**src/rtl/matrix_stream_pkg.sv**
```systemverilog
// Shared types and helpers for the matrix output streamer: FSM state encoding
// and the width functions used to size dimension and channel fields.
package matrix_stream_pkg;

    typedef enum logic {
        IDLE   = 1'b0,
        STREAM = 1'b1
    } state_e;

    function automatic int dim_w(input int max_dim);
        return $clog2(max_dim + 1);
    endfunction

    // Channel select width, never narrower than one bit.
    function automatic int sel_w(input int n);
        return (n > 1) ? $clog2(n) : 1;
    endfunction

endpackage

```
**src/rtl/matrix_stream_fifo.sv**
```systemverilog
// Per-channel synchronous FIFO. The head word is read straight from the storage
// registers, so a pop consumes the word visible in the same cycle.
module matrix_stream_fifo #(
    parameter int DATA_WIDTH = 16,
    parameter int DEPTH      = 16
) (
    input  logic                  clk,
    input  logic                  reset,
    input  logic                  push,
    input  logic [DATA_WIDTH-1:0] wdata,
    input  logic                  pop,
    output logic [DATA_WIDTH-1:0] rdata,
    output logic                  full,
    output logic                  empty
);

    localparam int AW = $clog2(DEPTH);

    logic [DATA_WIDTH-1:0] mem_q [DEPTH];
    logic [AW-1:0]         wr_ptr_q, wr_ptr_d;
    logic [AW-1:0]         rd_ptr_q, rd_ptr_d;
    logic [AW:0]           count_q, count_d;
    logic                  do_push, do_pop;

    assign full  = (count_q == (AW + 1)'(DEPTH));
    assign empty = (count_q == '0);
    assign rdata = mem_q[rd_ptr_q];

    // Full blocks a push even if a pop frees a slot this cycle; empty blocks a
    // pop even if a push lands this cycle.
    always_comb begin
        do_push  = push && !full;
        do_pop   = pop && !empty;
        wr_ptr_d = wr_ptr_q + AW'(do_push);
        rd_ptr_d = rd_ptr_q + AW'(do_pop);
        count_d  = count_q + (AW + 1)'(do_push) - (AW + 1)'(do_pop);
    end

    always_ff @(posedge clk) begin
        if (reset) begin
            wr_ptr_q <= '0;
            rd_ptr_q <= '0;
            count_q  <= '0;
        end else begin
            wr_ptr_q <= wr_ptr_d;
            rd_ptr_q <= rd_ptr_d;
            count_q  <= count_d;
        end
    end

    always_ff @(posedge clk) begin
        if (do_push) begin
            mem_q[wr_ptr_q] <= wdata;
        end
    end

endmodule

```
**src/rtl/matrix_stream_out.sv**
```systemverilog
// Multi-channel matrix output streamer: per-core FIFOs, round-robin matrix-granular
// arbitration, row/matrix framing. Optional MATRIX_STREAM_POSITION_EN adds {row,col}.
module matrix_stream_out
    import matrix_stream_pkg::*;
#(
    parameter int   DATA_WIDTH = 16,
    parameter int   CHANNELS   = 4,
    parameter int   FIFO_DEPTH = 16,
    parameter int   MAX_DIM    = 16,
    localparam int  DIM_W      = dim_w(MAX_DIM),
    localparam int  CH_W       = sel_w(CHANNELS)
) (
    input  logic                           clk,
    input  logic                           reset,
    input  logic [CHANNELS-1:0]            in_valid,
    input  logic [CHANNELS*DATA_WIDTH-1:0] in_data,
    output logic [CHANNELS-1:0]            in_ready,
    input  logic [DIM_W-1:0]               cfg_rows,
    input  logic [DIM_W-1:0]               cfg_cols,
    input  logic                           out_ready,
    output logic [DATA_WIDTH-1:0]          out_matrix,
    output logic                           out_matrix_en,
    output logic                           out_matrix_end_row,
    output logic                           out_matrix_end,
`ifdef MATRIX_STREAM_POSITION_EN
    output logic [2*DIM_W-1:0]             out_matrix_position,
`endif
    output logic [CH_W-1:0]                out_matrix_channel
);

    function automatic logic [DIM_W-1:0] clamp_dim(input logic [DIM_W-1:0] d);
        return (d == '0) ? DIM_W'(1) : d;
    endfunction

    logic [CHANNELS-1:0]   fifo_full, fifo_empty, fifo_pop;
    logic [DATA_WIDTH-1:0] fifo_rdata [CHANNELS];

    state_e                state_q, state_d;
    logic [CH_W-1:0]       rr_ptr_q, rr_ptr_d;
    logic [CH_W-1:0]       lock_q, lock_d;
    logic [DIM_W-1:0]      rows_q, rows_d, cols_q, cols_d;
    logic [DIM_W-1:0]      row_q, row_d, col_q, col_d;
    logic                  last_sent_q, last_sent_d;
    logic [DATA_WIDTH-1:0] data_q, data_d;
    logic                  en_q, en_d;
    logic                  end_row_q, end_row_d;
    logic                  end_q, end_d;
    logic [CH_W-1:0]       chan_q, chan_d;
`ifdef MATRIX_STREAM_POSITION_EN
    logic [2*DIM_W-1:0]    pos_q, pos_d;
`endif

    logic                  hit;
    logic [CH_W-1:0]       hit_ch;
    logic                  out_free, pop, last_col, last_row;

    for (genvar c = 0; c < CHANNELS; c++) begin : g_fifo
        matrix_stream_fifo #(
            .DATA_WIDTH (DATA_WIDTH),
            .DEPTH      (FIFO_DEPTH)
        ) u_fifo (
            .clk   (clk),
            .reset (reset),
            .push  (in_valid[c]),
            .wdata (in_data[c*DATA_WIDTH +: DATA_WIDTH]),
            .pop   (fifo_pop[c]),
            .rdata (fifo_rdata[c]),
            .full  (fifo_full[c]),
            .empty (fifo_empty[c])
        );
        assign in_ready[c] = !fifo_full[c];
        assign fifo_pop[c] = pop && (lock_q == CH_W'(c));
    end

    // Round-robin search beginning at the channel after the last completed grant.
    always_comb begin
        logic [CH_W-1:0] cand;
        hit    = 1'b0;
        hit_ch = '0;
        cand   = '0;
        for (int i = 0; i < CHANNELS; i++) begin
            cand = CH_W'((int'(rr_ptr_q) + i) % CHANNELS);
            if (!hit && !fifo_empty[cand]) begin
                hit    = 1'b1;
                hit_ch = cand;
            end
        end
    end

    assign out_free = !en_q || out_ready;
    assign last_col = (col_q == cols_q - DIM_W'(1));
    assign last_row = (row_q == rows_q - DIM_W'(1));

    always_comb begin
        state_d     = state_q;
        rr_ptr_d    = rr_ptr_q;
        lock_d      = lock_q;
        rows_d      = rows_q;
        cols_d      = cols_q;
        row_d       = row_q;
        col_d       = col_q;
        last_sent_d = last_sent_q;
        data_d      = data_q;
        en_d        = en_q;
        end_row_d   = end_row_q;
        end_d       = end_q;
        chan_d      = chan_q;
`ifdef MATRIX_STREAM_POSITION_EN
        pos_d       = pos_q;
`endif
        pop         = 1'b0;

        case (state_q)
            IDLE: begin
                if (hit) begin
                    lock_d      = hit_ch;
                    rows_d      = clamp_dim(cfg_rows);
                    cols_d      = clamp_dim(cfg_cols);
                    row_d       = '0;
                    col_d       = '0;
                    last_sent_d = 1'b0;
                    state_d     = STREAM;
                end
            end
            STREAM: begin
                if (!last_sent_q) begin
                    pop = out_free && !fifo_empty[lock_q];
                    if (pop) begin
                        if (last_col) begin
                            col_d = '0;
                            row_d = row_q + DIM_W'(1);
                            if (last_row) begin
                                last_sent_d = 1'b1;
                            end
                        end else begin
                            col_d = col_q + DIM_W'(1);
                        end
                    end
                end else if (en_q && out_ready) begin
                    // Grant is released only once the final element is taken.
                    state_d     = IDLE;
                    last_sent_d = 1'b0;
                    rr_ptr_d    = (int'(lock_q) == CHANNELS - 1) ? '0 : lock_q + CH_W'(1);
                end
            end
            default: state_d = IDLE;
        endcase

        if (out_free) begin
            en_d      = pop;
            end_row_d = pop && last_col;
            end_d     = pop && last_col && last_row;
            if (pop) begin
                data_d = fifo_rdata[lock_q];
                chan_d = lock_q;
`ifdef MATRIX_STREAM_POSITION_EN
                pos_d  = {row_q, col_q};
`endif
            end
        end
    end

    always_ff @(posedge clk) begin
        if (reset) begin
            state_q     <= IDLE;
            rr_ptr_q    <= '0;
            lock_q      <= '0;
            rows_q      <= '0;
            cols_q      <= '0;
            row_q       <= '0;
            col_q       <= '0;
            last_sent_q <= 1'b0;
            data_q      <= '0;
            en_q        <= 1'b0;
            end_row_q   <= 1'b0;
            end_q       <= 1'b0;
            chan_q      <= '0;
`ifdef MATRIX_STREAM_POSITION_EN
            pos_q       <= '0;
`endif
        end else begin
            state_q     <= state_d;
            rr_ptr_q    <= rr_ptr_d;
            lock_q      <= lock_d;
            rows_q      <= rows_d;
            cols_q      <= cols_d;
            row_q       <= row_d;
            col_q       <= col_d;
            last_sent_q <= last_sent_d;
            data_q      <= data_d;
            en_q        <= en_d;
            end_row_q   <= end_row_d;
            end_q       <= end_d;
            chan_q      <= chan_d;
`ifdef MATRIX_STREAM_POSITION_EN
            pos_q       <= pos_d;
`endif
        end
    end

    assign out_matrix         = data_q;
    assign out_matrix_en      = en_q;
    assign out_matrix_end_row = end_row_q;
    assign out_matrix_end     = end_q;
    assign out_matrix_channel = chan_q;
`ifdef MATRIX_STREAM_POSITION_EN
    assign out_matrix_position = pos_q;
`endif

endmodule
```
**config.mk**
```make
export PLATFORM = sky130hd
export DESIGN_NAME = matrix_stream_out
export DESIGN_NICKNAME = d
export VERILOG_FILES = /design/src/rtl/matrix_stream_pkg.sv /design/src/rtl/matrix_stream_fifo.sv /design/src/rtl/matrix_stream_out.sv
export SDC_FILE = /design/constraint.sdc
export NUM_CORES = 1
export LEC_CHECK = 0
export CORE_MARGIN = 2
export CORE_UTILIZATION = 35
export DETAILED_ROUTE_END_ITERATION = 8
export GPL_TIMING_DRIVEN = 0
export PLACE_DENSITY = 0.51
export SLEW_MARGIN = 20
export SYNTH_ARGS = -nofsm -noshare
export SYNTH_HDL_FRONTEND = slang
export SYNTH_HIERARCHICAL = 1
export SYNTH_SLANG_ARGS = --single-unit
```
**constraint.sdc**
```tcl
create_clock -name clk -period 4.2 [get_ports clk]
set_input_delay 0.63 -clock clk [delete_from_list [all_inputs] [get_ports clk]]
set_output_delay 0.63 -clock clk [all_outputs]
set_load 0.01 [all_outputs]
```
==> summary.md, run 1 <==
| Metric | Value |
|---|---|
| Status | `finished, final reports clean` |
| Fillers | `11.07k` |
| Clock Pin Slew Worst Setup and Hold Paths | `60 ps` |
| Syn avg cell area | `19.80 um^2` |
| Main synth FF type | `edfxtp_1` |
| Worst hold stages | `2` |
| Drt total wl | `109100 um` |
| Core box area | `125600 um^2` |
| Async SR Flop Fraction | `0%` |
| Maximum vdd drop | `0.3517 mV` |
| Uppermost layer routed | `met5` |
| Skew final | `26.84 ps` |
| Grt ovf | `0` |
| Most common cell in the netlist | `edfxtp_1` |
| Final Net Count | `2675` |
| Number of synthesized flops with an enable pin | `1024` |
| Total negative slack | `0 ps` |
| Max incr delay on CP | `540 ps` |
| Synth cell count leaders | `1024 x edfxtp_1, 196 x mux4_2, 133 x nand2_1, 128 x a22oi_1, 99 x dfxtp_1` |
| Vias in the first global route | `23.25k` |
| M1 WL | `48500 um` |
| IO Count | `106` |
| Worst Tran Pin Value | `1001 ps` |
| Hold-fix buffers at CTS | `0` |
| Reg area | `32730 um^2` |
| PortBufs | `105` |
| Pwr dens | `507.0 nW/um^2` |
| Clock root buffer | `clkbuf_16` |
| Die height | `359.7 um` |
| Site row count | `130` |
| Initial Util | `35.26%` |
| Iteration-0 DRC Markers | `1663` |
| Syn Nets | `2369` |
| Syn. warnings | `6` |
| CTS tree | `yes` |
| Final Cycle Share | `95.09%` |
| Post-layout min period | `3994 ps` |
| Slew margin rel. | `32.80%` |
| Critical Path Start Type | `flop` |
| DR pass1 iterations | `7` |
| Synth top area share | `69.46%` |
| Share of cells above drive strength 1 | `21.81%` |
| Met3 wire len | `5621 um` |
| Worst path arrival time | `4580 ps` |
| Area grow syn2layout | `17.96%` |
| Top cells by area, synth | `edfxtp_1 69%, mux4_2 10%, mux4_1 4.6%, dfxtp_1 4.5%, a22oi_1 2.2%` |
| Fmax | `0.2504 GHz` |
| Synthesized flop and latch total | `1123` |
| CTS HTree Levels | `3` |
| DPL Wire Length | `76380 um` |
| Vias per cell | `5.200` |
| Reg2Reg Launch Point | `g_fifo[3].u_fifo/count_q[3]$_SDFF_PP0_` |
| RSZ-0062 raised after global routing | `no` |
| Critical Path Sink Type | `flop` |
| Initial antenna violation count | `5` |
| Area occupied by multi-input gates | `11010 um^2` |
| Worst-Skew Late Latency | `720 ps` |
| Die width | `359.7 um` |
| Reg-to-reg endpoint | `g_fifo[3].u_fifo/count_q[4]$_SDFF_PP0_` |
| Hold WS | `445.3 ps` |
| Global placer's final weighted congestion | `0.7811` |
| Dominant cell type by area after synthesis | `edfxtp_1` |
| Post-synthesis sequential area ratio | `73.94%` |
| Routed Antenna Nets | `0` |
| Worst EP required | `4780 ps` |
| Vias | `22.32k` |
| Synth unique cells | `51` |
| Max-slew violation count | `0` |
| Largest net degree at the start of global routing | `18` |
| Drt wl/cell | `25.42 um` |
| R2R setup slack | `210 ps` |
| CP max-delay cell | `mux4_2` |
| Syn Std Cell Area | `44270 um^2` |
| Post-Layout Cell Count | `4293` |
| Fin util | `41.59%` |
| Die footprint | `129300 um^2` |
| Inst Count DP | `4073` |
| Hold Path Class | `in -> reg` |
| Num CTS Buffers | `114` |
| Hold Crit Start | `reset` |
| Cells after synthesis | `2236` |
| Worst path cell trace | `inv_1 > ha_1 > nor4b_2 > buf_4 > mux4_2 > nor4_4 > buf_6 > and2_2 > nor2b_4 > ha_1 > inv_1 > ha_1 > inv_1 > fa_1 > nor2b_1 > o21bai_1 > a21oi_1 > nor3b_1` |
| FF-to-FF path depth | `18` |
| First-pass GRT wire length | `159100 um` |
| Final Hold Viols | `0` |
| Clk buf depth | `3` |
| Crit-path max FO | `9` |
| Total track usage | `16.78%` |
| CTS sink count | `1123` |
| Leakage | `16.55 nW` |
| Setup violators final | `0` |
| Max-Cap Viols | `0` |
| Routed wl met2 | `53160 um` |
| Residual DRC | `0` |
| Hold Path End | `g_fifo[2].u_fifo/rd_ptr_q[1]$_SDFF_PP0_` |
| Crit Path Category | `reg -> reg` |
-- cell families (layout without fill, tap and decap cells) --
| group | after synthesis | after routing | share of synthesized area, % |
|---|---|---|---|
| flops | 1123 | 1123 | 73.94 |
| simple gates | 383 | 383 | 4.186 |
| buf+inv | 162 | 567 | 1.800 |
| xor+xnor | 36 | 36 | 0.7433 |
| fa+ha+maj | 52 | 52 | 1.538 |
| compound gates | 205 | 205 | 3.211 |
| mux | 275 | 275 | 14.59 |
| other cells | 0 | 2 | 0 |
-- worst max-delay path, delay by kind of cell (launching register included) --
| family | cells | cell delay, ps |
|---|---|---|
| AOI/OAI and AO/OA | 2 | 290 |
| adders and majority gates | 4 | 980 |
| buffers and inverters | 5 | 580 |
| DFF | 1 | 370 |
| muxes | 1 | 540 |
| and+or+nand+nor | 6 | 1120 |
-- repair_timing --
| item | CTS | global route |
|---|---|---|
| setup buffers | 1 | 2 |
| gates resized for setup | 4 | 11 |
| endpoints found under the setup margin | 12 | 4 |
| endpoints found under the hold margin | 0 | 0 |
| pin swaps | 1 | 1 |
-- worst max-delay path by stage --
stage	to	slack, ps	depth (start not counted)	startpoint
finish	g_fifo[3].u_fifo/count_q[4]$_SDFF_PP0_	210	18	g_fifo[3].u_fifo/count_q[3]$_SDFF_PP0_
global route	g_fifo[0].u_fifo/count_q[4]$_SDFF_PP0_	4	18	g_fifo[3].u_fifo/count_q[3]$_SDFF_PP0_
CTS	g_fifo[3].u_fifo/count_q[4]$_SDFF_PP0_	5	18	g_fifo[3].u_fifo/count_q[3]$_SDFF_PP0_
detailed placement	g_fifo[2].u_fifo/count_q[4]$_SDFF_PP0_	-750	18	g_fifo[3].u_fifo/count_q[3]$_SDFF_PP0_
global placement	g_fifo[2].u_fifo/count_q[4]$_SDFF_PP0_	-720	17	g_fifo[3].u_fifo/count_q[3]$_SDFF_PP0_
floorplan	g_fifo[2].u_fifo/count_q[4]$_SDFF_PP0_	440	17	g_fifo[2].u_fifo/count_q[2]$_SDFF_PP0_
-- cells in the final DEF, fill, tap and decap left out, types with 39 or more instances in the layout --
cell             instances
edfxtp_1              1024
mux4_2                 196
nand2_1                133
a22oi_1                128
clkbuf_16              116
clkdlybuf4s50_1        104
dfxtp_1                 99
clkbuf_1                86
mux4_1                  77
buf_6                   51
ha_1                    48
nor2_2                  48
inv_1                   47
a21oi_1                 44
buf_4                   41
nor2b_1                 39
-- power by group --
group	leakage [nW]	internal, mW	switching [mW]
logic	4.70	1.56	2.00
clock network	1.79	5.63	4.26
registers	10.1	12.7	0.319
total	16.6	19.9	6.59
-- metal layers --
metal  up-vias  track usage [%]
li1       9788                -
met1     11878            23.09
met2       539            27.69
met3       116            2.924
met4         2            4.144
met5         -                0
-- cell type report --
type / count / area share, %
flip-flops and latches: 1123 / 62.68
multi-input cells: 951 / 21.07
clock buffers: 145 / 5.844
well taps: 1650 / 3.953
repair buffers: 190 / 3.766
plain buffers: 115 / 1.203
clock inverters: 70 / 1.136
inverters: 47 / 0.3378
diodes: 2 / 0.009584
-- stage by stage --
step	worst slack (ps)	area [um^2]	total power [mW]
2_1_floorplan	437.9	44270	15.19
6_report	206.2	52220	26.48
3_3_place_gp	-720.1	47390	16.53
3_5_place_dp	-748.6	48500	16.79
4_1_cts	5.313	52170	26.75
5_1_grt	3.937	52220	27.51
-- flip-flops by register name (all words and copies together), names as in the netlist --
name	flops
g_fifo.u_fifo/count_q	20
out_matrix_end	1
rr_ptr_q	2
g_fifo.u_fifo/wr_ptr_q	16
lock_q	2
col_q	5
rows_q	5
out_matrix_channel	2
out_matrix_end_row	1
last_sent_q	1
state_q	1
g_fifo.u_fifo/rd_ptr_q	16
row_q	5
out_matrix	16
cols_q	5
out_matrix_en	1
g_fifo.u_fifo/mem_q	1024
Power figures use the tool's default switching activity.
==> inputs of run 2 (changes only) <==
MAX_ROUTING_LAYER = met4   (was default)
==> run 2 against run 1 <==
Routed wire length fell by 0.11%. Register-to-register slack barely moved. Highest routed layer is now met4. Critical path type unchanged. Design area did not move. Clock skew rose by 2.3 ps. Fmax rose by 0.31%. Non-clock buffer count did not move. Sequential power barely moved. Via count rose by 0.20%. Hold slack got worse by 7.4 ps.
==> summary.md, run 2 (same netlist as run 1, synthesis figures left out) <==
| Metric | Value |
|---|---|
| DPL Wire Length | `76380 um (unchanged)` |
| First-pass GRT wire length | `159100 um (about the same)` |
| PortBufs | `105 (unchanged)` |
| Critical Path Sink Type | `flop` |
| Most frequent cells in the layout | `1024 x edfxtp_1, 196 x mux4_2, 133 x nand2_1` |
| Num CTS Buffers | `114 (unchanged)` |
| Fin util | `41.59% (unchanged)` |
| Worst hold stages | `2 (unchanged)` |
| Hold Path Class | `in -> reg` |
| Die width | `359.7 um (unchanged)` |
| FF-to-FF path depth | `18 (unchanged)` |
| Max-Cap Viols | `0 (unchanged)` |
| Initial Util | `35.26% (unchanged)` |
| Skew final | `29.12 ps (+2.271 ps)` |
| Clock Pin Slew Worst Setup and Hold Paths | `60 ps (about the same)` |
| Status | `finished, final reports clean` |
| Core box area | `125600 um^2 (unchanged)` |
| Vias per cell | `5.210 (+0.20%)` |
| CTS HTree Levels | `3 (unchanged)` |
| Site row count | `130 (unchanged)` |
| Worst EP required | `4790 ps (about the same)` |
| Clock root buffer | `clkbuf_16` |
| Global placer's final weighted congestion | `0.7919 (+1.4%)` |
| Drt wl/cell | `25.39 um (-0.11%)` |
| Crit Path Category | `reg -> reg` |
| Reg2Reg Launch Point | `g_fifo[3].u_fifo/count_q[3]$_SDFF_PP0_` |
| R2R setup slack | `220 ps (about the same)` |
| Final Cycle Share | `94.79% (-0.30 points)` |
| Slew margin rel. | `37.26% (+4.5 points)` |
| Tot Pwr | `26.48 mW (about the same)` |
| CTS sink count | `1123 (unchanged)` |
| Drt total wl | `109000 um (-0.11%)` |
| Grt ovf | `0 (unchanged)` |
| Pwr dens | `507.0 nW/um^2 (about the same)` |
| Vias in the first global route | `23.25k (+0.0043%)` |
| Total track usage | `17.29% (+0.51 points)` |
| Iteration-0 DRC Markers | `1776 (+6.8%)` |
| Hold Crit Start | `reset` |
| Die footprint | `129300 um^2 (unchanged)` |
| Largest Register | `g_fifo.u_fifo/mem_q` |
| Worst-Skew Late Latency | `720 ps (about the same)` |
| Share of cells above drive strength 1 | `21.81% (unchanged)` |
| Biggest regs | `g_fifo.u_fifo/mem_q x1024, g_fifo.u_fifo/count_q x20` |
| Post-layout min period | `3981 ps (-12.48 ps)` |
| Most common cell after layout, fill and taps aside | `edfxtp_1` |
| Fmax | `0.2512 GHz (+0.31%)` |
| Residual DRC | `0 (unchanged)` |
| Reg-to-reg endpoint | `g_fifo[3].u_fifo/count_q[4]$_SDFF_PP0_` |
| CTS tree | `yes` |
| Setup violators final | `0 (unchanged)` |
| DR pass1 iterations | `5 (-2)` |
| Worst Tran Pin Value | `934.8 ps (-66.45 ps)` |
| Critical Path Start Type | `flop` |
| Maximum vdd drop | `0.3509 mV (-0.22%)` |
| Worst path arrival time | `4570 ps (about the same)` |
| Largest register FFs | `1024 (unchanged)` |
| Crit-path max FO | `9 (unchanged)` |
| Hold Path End | `g_fifo[2].u_fifo/rd_ptr_q[1]$_SDFF_PP0_` |
| IO Count | `106 (unchanged)` |
| Vias | `22.37k (+0.20%)` |
| Die height | `359.7 um (unchanged)` |
| Largest net degree at the start of global routing | `18 (unchanged)` |
| Initial antenna violation count | `5 (unchanged)` |
| Max-slew violation count | `0 (unchanged)` |
| Area grow syn2layout | `17.96% (unchanged)` |
| Clk buf depth | `3 (unchanged)` |
| RSZ-0062 raised after global routing | `no` |
| Routed Antenna Nets | `0 (unchanged)` |
| Leakage | `16.55 nW (unchanged)` |
| Final Hold Viols | `0 (unchanged)` |
| Final Net Count | `2675 (unchanged)` |
run 2: routing by layer:
| metal | vias to the layer above | track usage [%] | part of all wire [%] |
|---|---|---|---|
| met5 | - | - | 0 |
| met4 | 0 | 4.144 | 1.6 |
| met3 | 121 | 2.830 | 5.5 |
| met2 | 560 | 27.71 | 49 |
| met1 | 11902 | 23.14 | 44 |
| li1 | 9785 | - | - |
run 2: power breakdown:
group	total, mW	leakage, nW	switching [mW]	internal [mW]
Clock	9.89	1.79	4.27	5.63
Combinational	3.56	4.70	2.00	1.56
Sequential	13.0	10.1	0.317	12.7
run 2: worst max-delay path: stages (launching register included):
cell and delay [ps]:
dfxtp_1 370, inv_1 80, ha_1 190, nor4b_2 160
buf_4 190, mux4_2 540, nor4_4 320, buf_6 180
and2_2 210, nor2b_4 180, ha_1 230, inv_1 60
ha_1 150, inv_1 60, fa_1 410, nor2b_1 190
o21bai_1 110, a21oi_1 170, nor3b_1 60
run 2: stage by stage:
step / TNS, ps / hold slack [ps] / instance area (um^2) / cells / setup WS [ps]
floorplan: 0 / 448.8 / 44270 / 2236 / 437.9
global route: 0 / 439.6 / 52220 / 4293 / 3.958
CTS: 0 / 401.8 / 52170 / 4289 / 5.313
global placement: -45090 / 474.3 / 47390 / 3991 / -720.1
finish: 0 / 437.9 / 52220 / 4293 / 218.7
detailed placement: -3221 / 482.4 / 48500 / 4073 / -748.6
run 2: worst max path at each step:
| stage | slack (ps) | depth (start not counted) | from | to |
|---|---|---|---|---|
| 6_report | 220 | 18 | g_fifo[3].u_fifo/count_q[3]$_SDFF_PP0_ | g_fifo[3].u_fifo/count_q[4]$_SDFF_PP0_ |
| 5_1_grt | 4 | 18 | g_fifo[3].u_fifo/count_q[3]$_SDFF_PP0_ | g_fifo[0].u_fifo/count_q[4]$_SDFF_PP0_ |
| 4_1_cts | 5 | 18 | g_fifo[3].u_fifo/count_q[3]$_SDFF_PP0_ | g_fifo[3].u_fifo/count_q[4]$_SDFF_PP0_ |
| 3_5_place_dp | -750 | 18 | g_fifo[3].u_fifo/count_q[3]$_SDFF_PP0_ | g_fifo[2].u_fifo/count_q[4]$_SDFF_PP0_ |
| 3_3_place_gp | -720 | 17 | g_fifo[3].u_fifo/count_q[3]$_SDFF_PP0_ | g_fifo[2].u_fifo/count_q[4]$_SDFF_PP0_ |
| 2_1_floorplan | 440 | 17 | g_fifo[2].u_fifo/count_q[2]$_SDFF_PP0_ | g_fifo[2].u_fifo/count_q[4]$_SDFF_PP0_ |
run 2: what timing repair did:
| action | 4_1_cts | 5_1_grt |
|---|---|---|
| pin swaps | 1 | 1 |
| buffers inserted | 1 | 2 |
| gates resized for setup | 4 | 11 |
| setup endpoints to repair | 12 | 4 |
| hold buffers | 0 | 0 |
run 2: layout make-up:
class | count | area (um^2)
Tap cell | 1650 | 2064
Clock buffer | 145 | 3052
Inverter | 47 | 176.4
Antenna cell | 2 | 5.005
Clock inverter | 70 | 593.1
Timing Repair Buffer | 190 | 1967
Sequential cell | 1123 | 32730
Buffer | 115 | 628.1
Multi-Input combinational cell | 951 | 11010
Fill cell | 11068 | 73350
==> inputs of run 3 (changes only) <==
clock period = 4.1 ns   (was 4.2 ns; I/O delays follow)
==> run 3 against run 2 <==
Sequential cell count did not move. Die area unchanged. Total power is 2.5% higher. Core utilization about the same. Fmax grew 1.3%. Register-to-register slack got worse by 50 ps. Critical endpoint is now g_fifo[2].u_fifo/count_q[4]$_SDFF_PP0_. Highest routed layer unchanged.
==> summary.md, run 3 (same netlist as run 1, synthesis figures left out) <==
| Metric | Value |
|---|---|
| Worst slack at placement | `-848.6 ps (-100.0 ps)` |
| Setup violators final | `0 (unchanged)` |
| Status | `finished, final reports clean` |
| Hold WS | `425.7 ps (-12.17 ps)` |
| Core box area | `125600 um^2 (unchanged)` |
| Comb pwr share | `13.6% (about the same)` |
| Post-DP Area | `48500 um^2 (unchanged)` |
| Vias per cell | `5.213 (about the same)` |
| First-pass GRT wire length | `159100 um (unchanged)` |
| Maximum vdd drop | `0.3591 mV (+2.3%)` |
| Die width | `359.7 um (unchanged)` |
| Largest net degree at the start of global routing | `18 (unchanged)` |
| Tot Pwr | `27.14 mW (+2.5%)` |
| Slew margin rel. | `37.91% (+0.65 points)` |
| Inst Count DP | `4073 (unchanged)` |
| Clock Pin Slew Worst Setup and Hold Paths | `60 ps (about the same)` |
| Global placer's final weighted congestion | `0.7919 (unchanged)` |
| Share of cells above drive strength 1 | `22.10% (+0.29 points)` |
| Final Net Count | `2677 (+0.075%)` |
| Max-slew violation count | `0 (unchanged)` |
| Die height | `359.7 um (unchanged)` |
| Hold-fix buffers at CTS | `0 (unchanged)` |
| Critical Path Start Type | `flop` |
| Num CTS Buffers | `114 (unchanged)` |
| Grt ovf | `0 (unchanged)` |
| Worst path arrival time | `4500 ps (-70 ps)` |
| DPL Wire Length | `76380 um (unchanged)` |
| Final Cycle Share | `95.82% (+1.0 points)` |
| CTS HTree Levels | `3 (unchanged)` |
| Uppermost layer routed | `met4` |
| Reg power frac | `49.1% (about the same)` |
| Crit Path Category | `reg -> reg` |
| CTS sink count | `1123 (unchanged)` |
| Vias in the first global route | `23.25k (unchanged)` |
| Initial Util | `35.26% (unchanged)` |
| Site row count | `130 (unchanged)` |
| RSZ-0062 raised after global routing | `yes` |
| Clock power share | `37.3% (about the same)` |
| DR pass1 iterations | `7 (+2)` |
| Skew final | `30.04 ps (+0.9290 ps)` |
| R2R setup slack | `170 ps (-50 ps)` |
| Critical Path Sink Type | `flop` |
| Vias | `22.39k (+0.089%)` |
| Switch share | `24.84% (-0.035 points)` |
| Fin util | `41.62% (about the same)` |
| Drt total wl | `109100 um (+0.13%)` |
| Worst-Skew Late Latency | `720 ps (about the same)` |
| Drt wl/cell | `25.41 um (about the same)` |
| Post-Layout Cell Count | `4295 (+0.047%)` |
| Clk buf depth | `3 (unchanged)` |
| Post-layout min period | `3929 ps (-52.56 ps)` |
| M1 WL | `48280 um (+0.56%)` |
| CTS tree | `yes` |
| Post-route design area | `52260 um^2 (about the same)` |
| Most common cell after layout, fill and taps aside | `edfxtp_1` |
| Worst Tran Pin Value | `925.0 ps (-9.732 ps)` |
| Area grow syn2layout | `18.04% (about the same)` |
| Initial antenna violation count | `5 (unchanged)` |
| Sw power | `6.744 mW (+2.4%)` |
| Most frequent cells in the layout | `1024 x edfxtp_1, 196 x mux4_2, 133 x nand2_1` |
| Hold Path Class | `in -> reg` |
| Routed wl met2 | `53350 um (+0.24%)` |
| Die footprint | `129300 um^2 (unchanged)` |
| Worst EP required | `4670 ps (-120 ps)` |
| Setup WS post-layout | `171.2 ps (-47.44 ps)` |
| Iteration-0 DRC Markers | `1752 (-1.4%)` |
| Max-Cap Viols | `0 (unchanged)` |
| Int Power | `20.40 mW (+2.6%)` |
| Leakage | `16.57 nW (+0.13%)` |
| Total negative slack | `0 ps (unchanged)` |
| Met3 wire len | `5717 um (-4.4%)` |
| Largest register FFs | `1024 (unchanged)` |
| IO Count | `106 (unchanged)` |
| Total track usage | `17.29% (unchanged)` |
| Final Hold Viols | `0 (unchanged)` |
| Largest Register | `g_fifo.u_fifo/mem_q` |
| Biggest regs | `g_fifo.u_fifo/mem_q x1024, g_fifo.u_fifo/count_q x20` |
| Residual DRC | `0 (unchanged)` |
| Fmax | `0.2545 GHz (+1.3%)` |
| Pwr dens | `519.5 nW/um^2 (+2.5%)` |
| PortBufs | `105 (unchanged)` |
| Crit-path max FO | `4 (-5)` |
| Routed Antenna Nets | `0 (unchanged)` |
| Clock root buffer | `clkbuf_16` |
-- run 3: power by group through the flow --
stage	Sequential [mW]	Clock [mW]	Combinational [mW]
floorplan	13.4	0	2.13
global placement	13.5	0	3.38
detailed placement	13.6	0	3.64
CTS	13.3	10.4	3.68
global route	13.4	10.8	4.01
finish	13.3	10.1	3.68
-- run 3: final cells by class --
class | count | area (um^2)
Buffer | 115 | 630.6
Inverter | 47 | 176.4
Fill cell | 11065 | 73310
Clock buffer | 145 | 3052
Antenna cell | 2 | 5.005
Timing Repair Buffer | 192 | 1982
Tap cell | 1650 | 2064
Sequential cell | 1123 | 32730
Multi-Input combinational cell | 951 | 11020
Clock inverter | 70 | 593.1
-- run 3: path summary, 6_finish.rpt --
path,from,end,depth (start not counted)
worst max-delay path,g_fifo[3].u_fifo/count_q[3]$_SDFF_PP0_,g_fifo[2].u_fifo/count_q[4]$_SDFF_PP0_,18
worst min register to register,cols_q[1]$_SDFFE_PP0P_,cols_q[1]$_SDFFE_PP0P_,2
worst max register to register,g_fifo[3].u_fifo/count_q[3]$_SDFF_PP0_,g_fifo[2].u_fifo/count_q[4]$_SDFF_PP0_,18
worst min-delay path,reset,g_fifo[2].u_fifo/rd_ptr_q[1]$_SDFF_PP0_,2
-- run 3: routing by layer --
metal | vias up | global-route usage (%)
met5 | - | -
met4 | 0 | 4.144
met3 | 121 | 2.830
met2 | 558 | 27.71
met1 | 11918 | 23.14
li1 | 9791 | -
-- run 3: timing repair --
action	4_1_cts	5_1_grt
gates cloned	0	0
gates resized for setup	9	10
buffers inserted	1	4
pin swaps	1	2
endpoints found under the setup margin	12	4
-- run 3: critical path, stage by stage (launching register included) --
cell and delay [ps]:
dfxtp_1 370, inv_1 80, ha_1 190, nor4b_2 160
buf_4 180, mux4_2 540, nor4_4 310, clkbuf_8 200
and2_2 180, nor2b_4 170, ha_1 230, inv_1 50
ha_1 150, inv_1 60, fa_1 410, nor2b_1 160
o21bai_1 110, a21oi_1 170, nor3b_2 60
